==> config.mk <==
export PLATFORM = sky130hd
export DESIGN_NAME = reg_load_arbiter_flat
export DESIGN_NICKNAME = d
export VERILOG_FILES = /design/src/rtl/reg_load_arbiter_pkg.sv /design/src/rtl/reg_load_arbiter_if.sv /design/src/rtl/reg_load_arbiter_rr_pick4.sv /design/src/rtl/reg_load_arbiter.sv /design/src/flat_wrapper.sv
export SDC_FILE = /design/constraint.sdc
export NUM_CORES = 1
export LEC_CHECK = 0
export BUFFER_PORTS_ARGS = -buffer_cell sky130_fd_sc_hd__buf_4
export CAP_MARGIN = 10
export CORE_UTILIZATION = 39
export CTS_BUF_LIST = sky130_fd_sc_hd__clkbuf_4 sky130_fd_sc_hd__clkbuf_8
export CTS_CLUSTER_DIAMETER = 150
export CTS_CLUSTER_SIZE = 40
export DETAILED_ROUTE_END_ITERATION = 6
export GPL_TIMING_DRIVEN = 0
export PLACE_DENSITY_LB_ADDON = 0.15
export SYNTH_ARGS = -nofsm -noshare
export SYNTH_HDL_FRONTEND = slang
export SYNTH_HIERARCHICAL = 1
export SYNTH_SLANG_ARGS = --single-unit
==> constraint.sdc <==
create_clock -name CLK -period 1.8 [get_ports CLK]
set_clock_uncertainty 0.1 [all_clocks]
set_input_delay 0.18 -clock CLK [delete_from_list [all_inputs] [get_ports CLK]]
set_output_delay 0.18 -clock CLK [all_outputs]
set_load 0.01 [all_outputs]
==> src/rtl/reg_load_arbiter_pkg.sv <==
`default_nettype none
// ============================================================================
// Module      : reg_load_arbiter_pkg
// Description : Shared definitions for the register load arbiter: FSM state
//               codes, index width and a one-hot helper.
// Revision    : 1.0 - initial release
// ============================================================================
package reg_load_arbiter_pkg;

    // Width of a requester index (four requesters).
    localparam int c_NREQ_IDX_W = 2;

    // Code 2'd3 is unused; the FSM treats it as illegal and returns to IDLE.
    typedef enum logic [1:0] {
        ST_IDLE  = 2'd0,
        ST_WRITE = 2'd1,
        ST_CHECK = 2'd2
    } state_t;

    // Converts a requester index to a 4-bit one-hot vector.
    function automatic logic [3:0] f_onehot4(input logic [c_NREQ_IDX_W-1:0] idx);
        return 4'b0001 << idx;
    endfunction

endpackage
`default_nettype wire

==> src/rtl/reg_load_arbiter_if.sv <==
`default_nettype none
// ============================================================================
// Module      : reg_load_arbiter_if
// Description : Bundle between the requesters, the shared load register and
//               the arbiter.
//   REQ/DATA_IN : per-requester request level and data (requester i at
//                 bits [i*WIDTH +: WIDTH])
//   REG_Q       : readback from the shared register
//   LOAD/REG_D  : load enable and data to the shared register
//   GNT/ACK     : one-hot grant (LOAD cycle) and completion strobe
//   ERR/BUSY    : readback mismatch (valid with ACK), arbiter not idle
//   LAST_ID     : index of the requester served most recently
//   Modport master = arbiter side, slave = environment side.
// Revision    : 1.0 - initial release
// ============================================================================
interface reg_load_arbiter_if #(
    parameter int WIDTH = 8,
    parameter int NREQ  = 4
) ();
    import reg_load_arbiter_pkg::*;

    logic [NREQ-1:0]        REQ;
    logic [NREQ*WIDTH-1:0]  DATA_IN;
    logic [WIDTH-1:0]       REG_Q;
    logic                   LOAD;
    logic [WIDTH-1:0]       REG_D;
    logic [NREQ-1:0]        GNT;
    logic [NREQ-1:0]        ACK;
    logic                   ERR;
    logic                   BUSY;
    logic [c_NREQ_IDX_W-1:0] LAST_ID;

    modport master (
        input  REQ, DATA_IN, REG_Q,
        output LOAD, REG_D, GNT, ACK, ERR, BUSY, LAST_ID
    );

    modport slave (
        output REQ, DATA_IN, REG_Q,
        input  LOAD, REG_D, GNT, ACK, ERR, BUSY, LAST_ID
    );

endinterface
`default_nettype wire

==> src/rtl/reg_load_arbiter_rr_pick4.sv <==
`default_nettype none
// ============================================================================
// Module      : rr_pick4
// Description : Combinational 4-way round-robin picker. Returns the first set
//               request bit scanning i_ptr, i_ptr+1, ... (mod 4).
//   i_req   : request vector
//   i_ptr   : scan start position
//   o_valid : any request set
//   o_idx   : winning index (equals i_ptr when o_valid is low)
// Revision    : 1.0 - initial release
// ============================================================================
module rr_pick4
    import reg_load_arbiter_pkg::*;
(
    input  wire logic [3:0]              i_req,
    input  wire logic [c_NREQ_IDX_W-1:0] i_ptr,
    output logic                         o_valid,
    output logic [c_NREQ_IDX_W-1:0]      o_idx
);

    logic [c_NREQ_IDX_W-1:0] w_cand;

    // Scan from the farthest offset down to the pointer so the closest
    // set bit (in rotation order) is written last and wins.
    always_comb begin
        o_valid = |i_req;
        o_idx   = i_ptr;
        w_cand  = '0;
        for (int k = 3; k >= 0; k--) begin
            w_cand = i_ptr + c_NREQ_IDX_W'(k);
            if (i_req[w_cand]) begin
                o_idx = w_cand;
            end
        end
    end

endmodule
`default_nettype wire

==> src/rtl/reg_load_arbiter.sv <==
`default_nettype none
// ============================================================================
// Module      : reg_load_arbiter
// Description : Shares one load-enabled register among four writers. Round
//               robin grant, a single LOAD pulse per write, then a readback
//               comparison of the register output.
//   CLK, RESET : clock and synchronous active-high reset
//   bus        : reg_load_arbiter_if master modport (requests, data,
//                register readback in; LOAD/REG_D/GNT/ACK/ERR/BUSY/LAST_ID out)
// Revision    : 1.0 - initial release
// ============================================================================
module reg_load_arbiter
    import reg_load_arbiter_pkg::*;
#(
    parameter int WIDTH = 8,
    parameter int NREQ  = 4
) (
    input  wire logic            CLK,
    input  wire logic            RESET,
    reg_load_arbiter_if.master   bus
);

    state_t                  state_q,   state_d;
    logic [c_NREQ_IDX_W-1:0] idx_q,     idx_d;
    logic [c_NREQ_IDX_W-1:0] ptr_q,     ptr_d;
    logic [c_NREQ_IDX_W-1:0] last_id_q, last_id_d;
    logic [WIDTH-1:0]        reg_d_q,   reg_d_d;

    logic                    w_pick_valid;
    logic [c_NREQ_IDX_W-1:0] w_pick_idx;

    rr_pick4 u_pick (
        .i_req   (bus.REQ),
        .i_ptr   (ptr_q),
        .o_valid (w_pick_valid),
        .o_idx   (w_pick_idx)
    );

    always_comb begin
        state_d   = state_q;
        idx_d     = idx_q;
        ptr_d     = ptr_q;
        last_id_d = last_id_q;
        reg_d_d   = reg_d_q;
        case (state_q)
            ST_IDLE: begin
                // Data is captured only here, so requesters may change
                // DATA_IN once granted.
                if (w_pick_valid) begin
                    idx_d   = w_pick_idx;
                    reg_d_d = bus.DATA_IN[32'(w_pick_idx)*WIDTH +: WIDTH];
                    state_d = ST_WRITE;
                end
            end
            ST_WRITE: begin
                state_d = ST_CHECK;
            end
            ST_CHECK: begin
                ptr_d     = idx_q + 1'b1;
                last_id_d = idx_q;
                state_d   = ST_IDLE;
            end
            default: begin
                state_d = ST_IDLE;
            end
        endcase
    end

    always_ff @(posedge CLK) begin
        if (RESET) begin
            state_q   <= ST_IDLE;
            idx_q     <= '0;
            ptr_q     <= '0;
            last_id_q <= '0;
            reg_d_q   <= '0;
        end else begin
            state_q   <= state_d;
            idx_q     <= idx_d;
            ptr_q     <= ptr_d;
            last_id_q <= last_id_d;
            reg_d_q   <= reg_d_d;
        end
    end

    // Outputs decode registered state only; no path from REQ.
    // ERR compares the register's own output, which has settled by CHECK.
    always_comb begin
        bus.LOAD    = (state_q == ST_WRITE);
        bus.REG_D   = reg_d_q;
        bus.GNT     = (state_q == ST_WRITE) ? f_onehot4(idx_q) : '0;
        bus.ACK     = (state_q == ST_CHECK) ? f_onehot4(idx_q) : '0;
        bus.ERR     = (state_q == ST_CHECK) && (bus.REG_Q != reg_d_q);
        bus.BUSY    = (state_q != ST_IDLE);
        bus.LAST_ID = last_id_q;
    end

endmodule
`default_nettype wire

==> src/flat_wrapper.sv <==
// flat-port wrapper written by rule: the top's interface ports become plain ports
module reg_load_arbiter_flat import reg_load_arbiter_pkg::*;
#(
    parameter int WIDTH = 8,
    parameter int NREQ  = 4
)
  (CLK, RESET, bus_REQ, bus_DATA_IN, bus_REG_Q, bus_LOAD, bus_REG_D, bus_GNT, bus_ACK, bus_ERR, bus_BUSY, bus_LAST_ID);
  reg_load_arbiter_if #(.WIDTH(WIDTH), .NREQ(NREQ)) bus_i ();
  input  wire logic CLK;
  input  wire logic RESET;
  input wire logic [$bits(bus_i.REQ)-1:0] bus_REQ;
  input wire logic [$bits(bus_i.DATA_IN)-1:0] bus_DATA_IN;
  input wire logic [$bits(bus_i.REG_Q)-1:0] bus_REG_Q;
  output wire logic [$bits(bus_i.LOAD)-1:0] bus_LOAD;
  output wire logic [$bits(bus_i.REG_D)-1:0] bus_REG_D;
  output wire logic [$bits(bus_i.GNT)-1:0] bus_GNT;
  output wire logic [$bits(bus_i.ACK)-1:0] bus_ACK;
  output wire logic [$bits(bus_i.ERR)-1:0] bus_ERR;
  output wire logic [$bits(bus_i.BUSY)-1:0] bus_BUSY;
  output wire logic [$bits(bus_i.LAST_ID)-1:0] bus_LAST_ID;
  assign bus_i.REQ = bus_REQ;
  assign bus_i.DATA_IN = bus_DATA_IN;
  assign bus_i.REG_Q = bus_REG_Q;
  assign bus_LOAD = bus_i.LOAD;
  assign bus_REG_D = bus_i.REG_D;
  assign bus_GNT = bus_i.GNT;
  assign bus_ACK = bus_i.ACK;
  assign bus_ERR = bus_i.ERR;
  assign bus_BUSY = bus_i.BUSY;
  assign bus_LAST_ID = bus_i.LAST_ID;
  reg_load_arbiter #(.WIDTH(WIDTH), .NREQ(NREQ)) u_core (.CLK(CLK), .RESET(RESET), .bus(bus_i));
endmodule
==> results.tsv <==
metric	value	unit
RSZ-0062 raised after global routing	true	
HP Class	input pin to register	
total negative slack	-1370	ps
Pre-antenna DRT Iters	4	
Tmin final	1990	ps
maximum number of pins on one net before global-route repair	11	
Sw Share	30.0	%
clock sink count	16	
Yosys Warn Count	6	
DRT Wirelength	3000	microns
Netlist Area Pre-Place	0.00105	sq mm
full die area	0.00292	sq mm
Least-Margin Pin Slew	735	ps
DR WL/cell	13.6	microns
layout cell share with drive strength beyond 1	52.9	%
number of setup buffers added after CTS	0	
Placed Instances	214	
Vias	1111	
gr usage total	19.9	%
Overflow after GRT	0	
Top Ports	67	
Distinct cells, synth	28	
number of flops mapped to enable cells by yosys	0	
FF-to-FF path depth	7	
die height	54.0	microns
H-tree levels	1	
combinational group share of total power	38.6	%
Antenna Nets Post-Route	0	
number of global-route vias before repair	970	
first-pass GRT wire length	4110	microns
detailed placement HPWL	2260	microns
fmax	0.502	GHz
worst skew pair latency	280	ps
Leak	0.824	nW
Via density	5.03	
HP Start	bus_DATA_IN[26]	
WHS Path Cells	4	
Synth Flop Type	dfxtp_1	
Pwr Density	611	mW/mm^2
Int Power	0.748	mW
post-synthesis sequential area ratio	30.4	%
Worst EP required	1870	ps
R2R Path Start	u_core/ptr_q[0]	
placer congestion estimate	0.714	
status	complete, but fails checks	
Final #Nets	242	
Fin. Hold Viols	0	
I/O Buffers	66	
Clk pin slew, worst setup/hold paths	100	ps
Placeable Area	0.00252	sq mm
crit path launch type	register	
TritonCTS clock tree	done	
synthesized net count	168	
Worst R2R End	u_core/bus.REG_D[0]	
worst vdd ir	0.406	mV
crit path kind	register to register	
Async SR Flop Fraction	0	%
Initial Util	41.8	%
# rows	18	
Final setup viols	8	
ant diodes	0	
fin. max-slew vios	0	
Psw	0.321	mW
Sequential Power Share	38.9	%
Max-Cap Viols	0	
syn avg cell area	8.94	sq um
post-layout power	1.07	mW
Num CTS Buffers	3	
failing checks	negative setup slack	
DRC viols	0	
PnR worst setup slack	-194	ps
Worst slew margin	50.8	%
Max FO, Critical Path	5	
die span in x	54.0	microns
Root Driver	clkbuf_4	
initial antenna violation count	0	
DRT iter0 DRCs	10	
CP Data Arrival Time	2060	ps
reg-to-reg slack, setup	-190	ps
part of the cycle the worst path needs	111	%
Longest Clk Path Bufs	2	
Layout area overhead	65.8	%
Syn Inst Count	118	
Hold EP	u_core/bus.REG_D[2]	
clock share of power	22.5	%
crit path capture type	register	
fin cells	221	
Yosys reg bits	16	
==> worst max-delay path: stages (launching register included) <==
cell     delay (ps)
dfxtp_4         370
and2b_2         210
or4_4           540
nand2_4          90
buf_8           110
mux4_2          300
nand2_2         100
a21oi_2          50
==> flip-flops by register name, summed over array words and instances, names as in the netlist <==
register and count:
u_core/idx_q 2, u_core/state_q 2, u_core/bus.LAST_ID 2, u_core/bus.REG_D 8, u_core/ptr_q 2
==> synth_stat cells (all sizes together), types with 2 or more instances <==
cell / count / area (sq um)
nor2b: 2 / 12.5
and2b: 4 / 32.5
buf: 2 / 16.3
xor2: 8 / 70.1
nor4: 2 / 12.5
clkbuf: 2 / 8.75
ha: 4 / 50.1
inv: 3 / 11.3
dfxtp: 16 / 320
nor2: 4 / 15.0
o21ai: 2 / 10.0
mux4: 8 / 180
a21oi: 15 / 75.1
nand2: 28 / 105
and2: 8 / 50.1
==> metrics by stage <==
step | area (sq um) | hold slack, ps | worst slack, ps | utilization [%]
after floorplan | 1060 | 149 | -54.7 | -
after global placement | 1600 | 299 | -163 | 63.3
after detailed placement | 1600 | 305 | -232 | 63.3
after CTS | 1670 | 264 | -199 | 66.0
after global routing | 1750 | 287 | -241 | 69.3
final | 1750 | 284 | -194 | 69.3
==> placed cells by master (no fill, tap or decap), drive strengths merged <==
master	n
o221a	1
nor2b	2
or2	1
nor2	4
clkbuf	6
inv	3
mux2i	1
nand2	28
or3b	1
or4	1
o21ai	2
dlygate4sd3	1
and2	8
nor4	2
xor2	8
ha	4
and3b	1
and2b	4
nand2b	1
nor3b	1
mux4	8
a2bb2oi	1
nor3	1
a21oi	15
dfxtp	16
buf	70
==> layer usage <==
metal,track usage [%],part of all wire [%]
met1,23.8,40
met2,32.7,54
met3,3.11,5.2
met4,13.2,1.1
met5,0,0
==> repair_timing <==
item,CTS,global route
gates cloned,1,1
hold buffers,1,0
hold endpoints to repair,6,0
setup endpoints to repair,8,8
gates resized for setup,5,17
pin swaps,1,3
==> cell families (layout without fill, tap and decap cells) <==
| logic type | Yosys count | count (layout) | share of synthesized area [%] |
|---|---|---|---|
| AO/OA/AOI/OAI | 19 | 19 | 9.96 |
| XOR/XNOR | 8 | 8 | 6.64 |
| adder cells (fa/ha/maj) | 4 | 4 | 4.75 |
| buffers and inverters | 7 | 80 | 3.44 |
| flip-flops | 16 | 16 | 30.4 |
| multiplexers | 9 | 9 | 18.0 |
| AND/OR/NAND/NOR | 55 | 55 | 26.8 |
==> power groups by stage <==
| stage | combinational, mW | clock [mW] | sequential, mW |
|---|---|---|---|
| after floorplan | 0.186 | 0 | 0.430 |
| after global placement | 0.351 | 0 | 0.424 |
| after detailed placement | 0.361 | 0 | 0.425 |
| after CTS | 0.374 | 0.245 | 0.417 |
| after global routing | 0.447 | 0.254 | 0.421 |
| final | 0.413 | 0.241 | 0.416 |
==> layout make-up <==
type	instances	area [sq um]
Buffer	4	43.8
Clock buffer	4	36.3
Fill cell	200	773
Inverter	3	11.3
Multi-Input combinational cell	95	751
Sequential cell	16	328
Tap cell	30	37.5
Timing Repair Buffer	69	542
==> how the worst max path moves through the flow <==
stage / start / cells after the start / slack, ps / endpoint
2_1_floorplan: u_core/ptr_q[0] / 7 / -50 / u_core/bus.REG_D[0]
3_3_place_gp: u_core/ptr_q[0] / 7 / -160 / u_core/bus.REG_D[1]
3_5_place_dp: u_core/ptr_q[0] / 7 / -230 / u_core/bus.REG_D[1]
4_1_cts: u_core/ptr_q[0] / 7 / -200 / u_core/bus.REG_D[1]
5_1_grt: u_core/ptr_q[0] / 7 / -240 / u_core/bus.REG_D[0]
6_report: u_core/ptr_q[0] / 7 / -190 / u_core/bus.REG_D[0]
(Power assumes the default switching activity.)
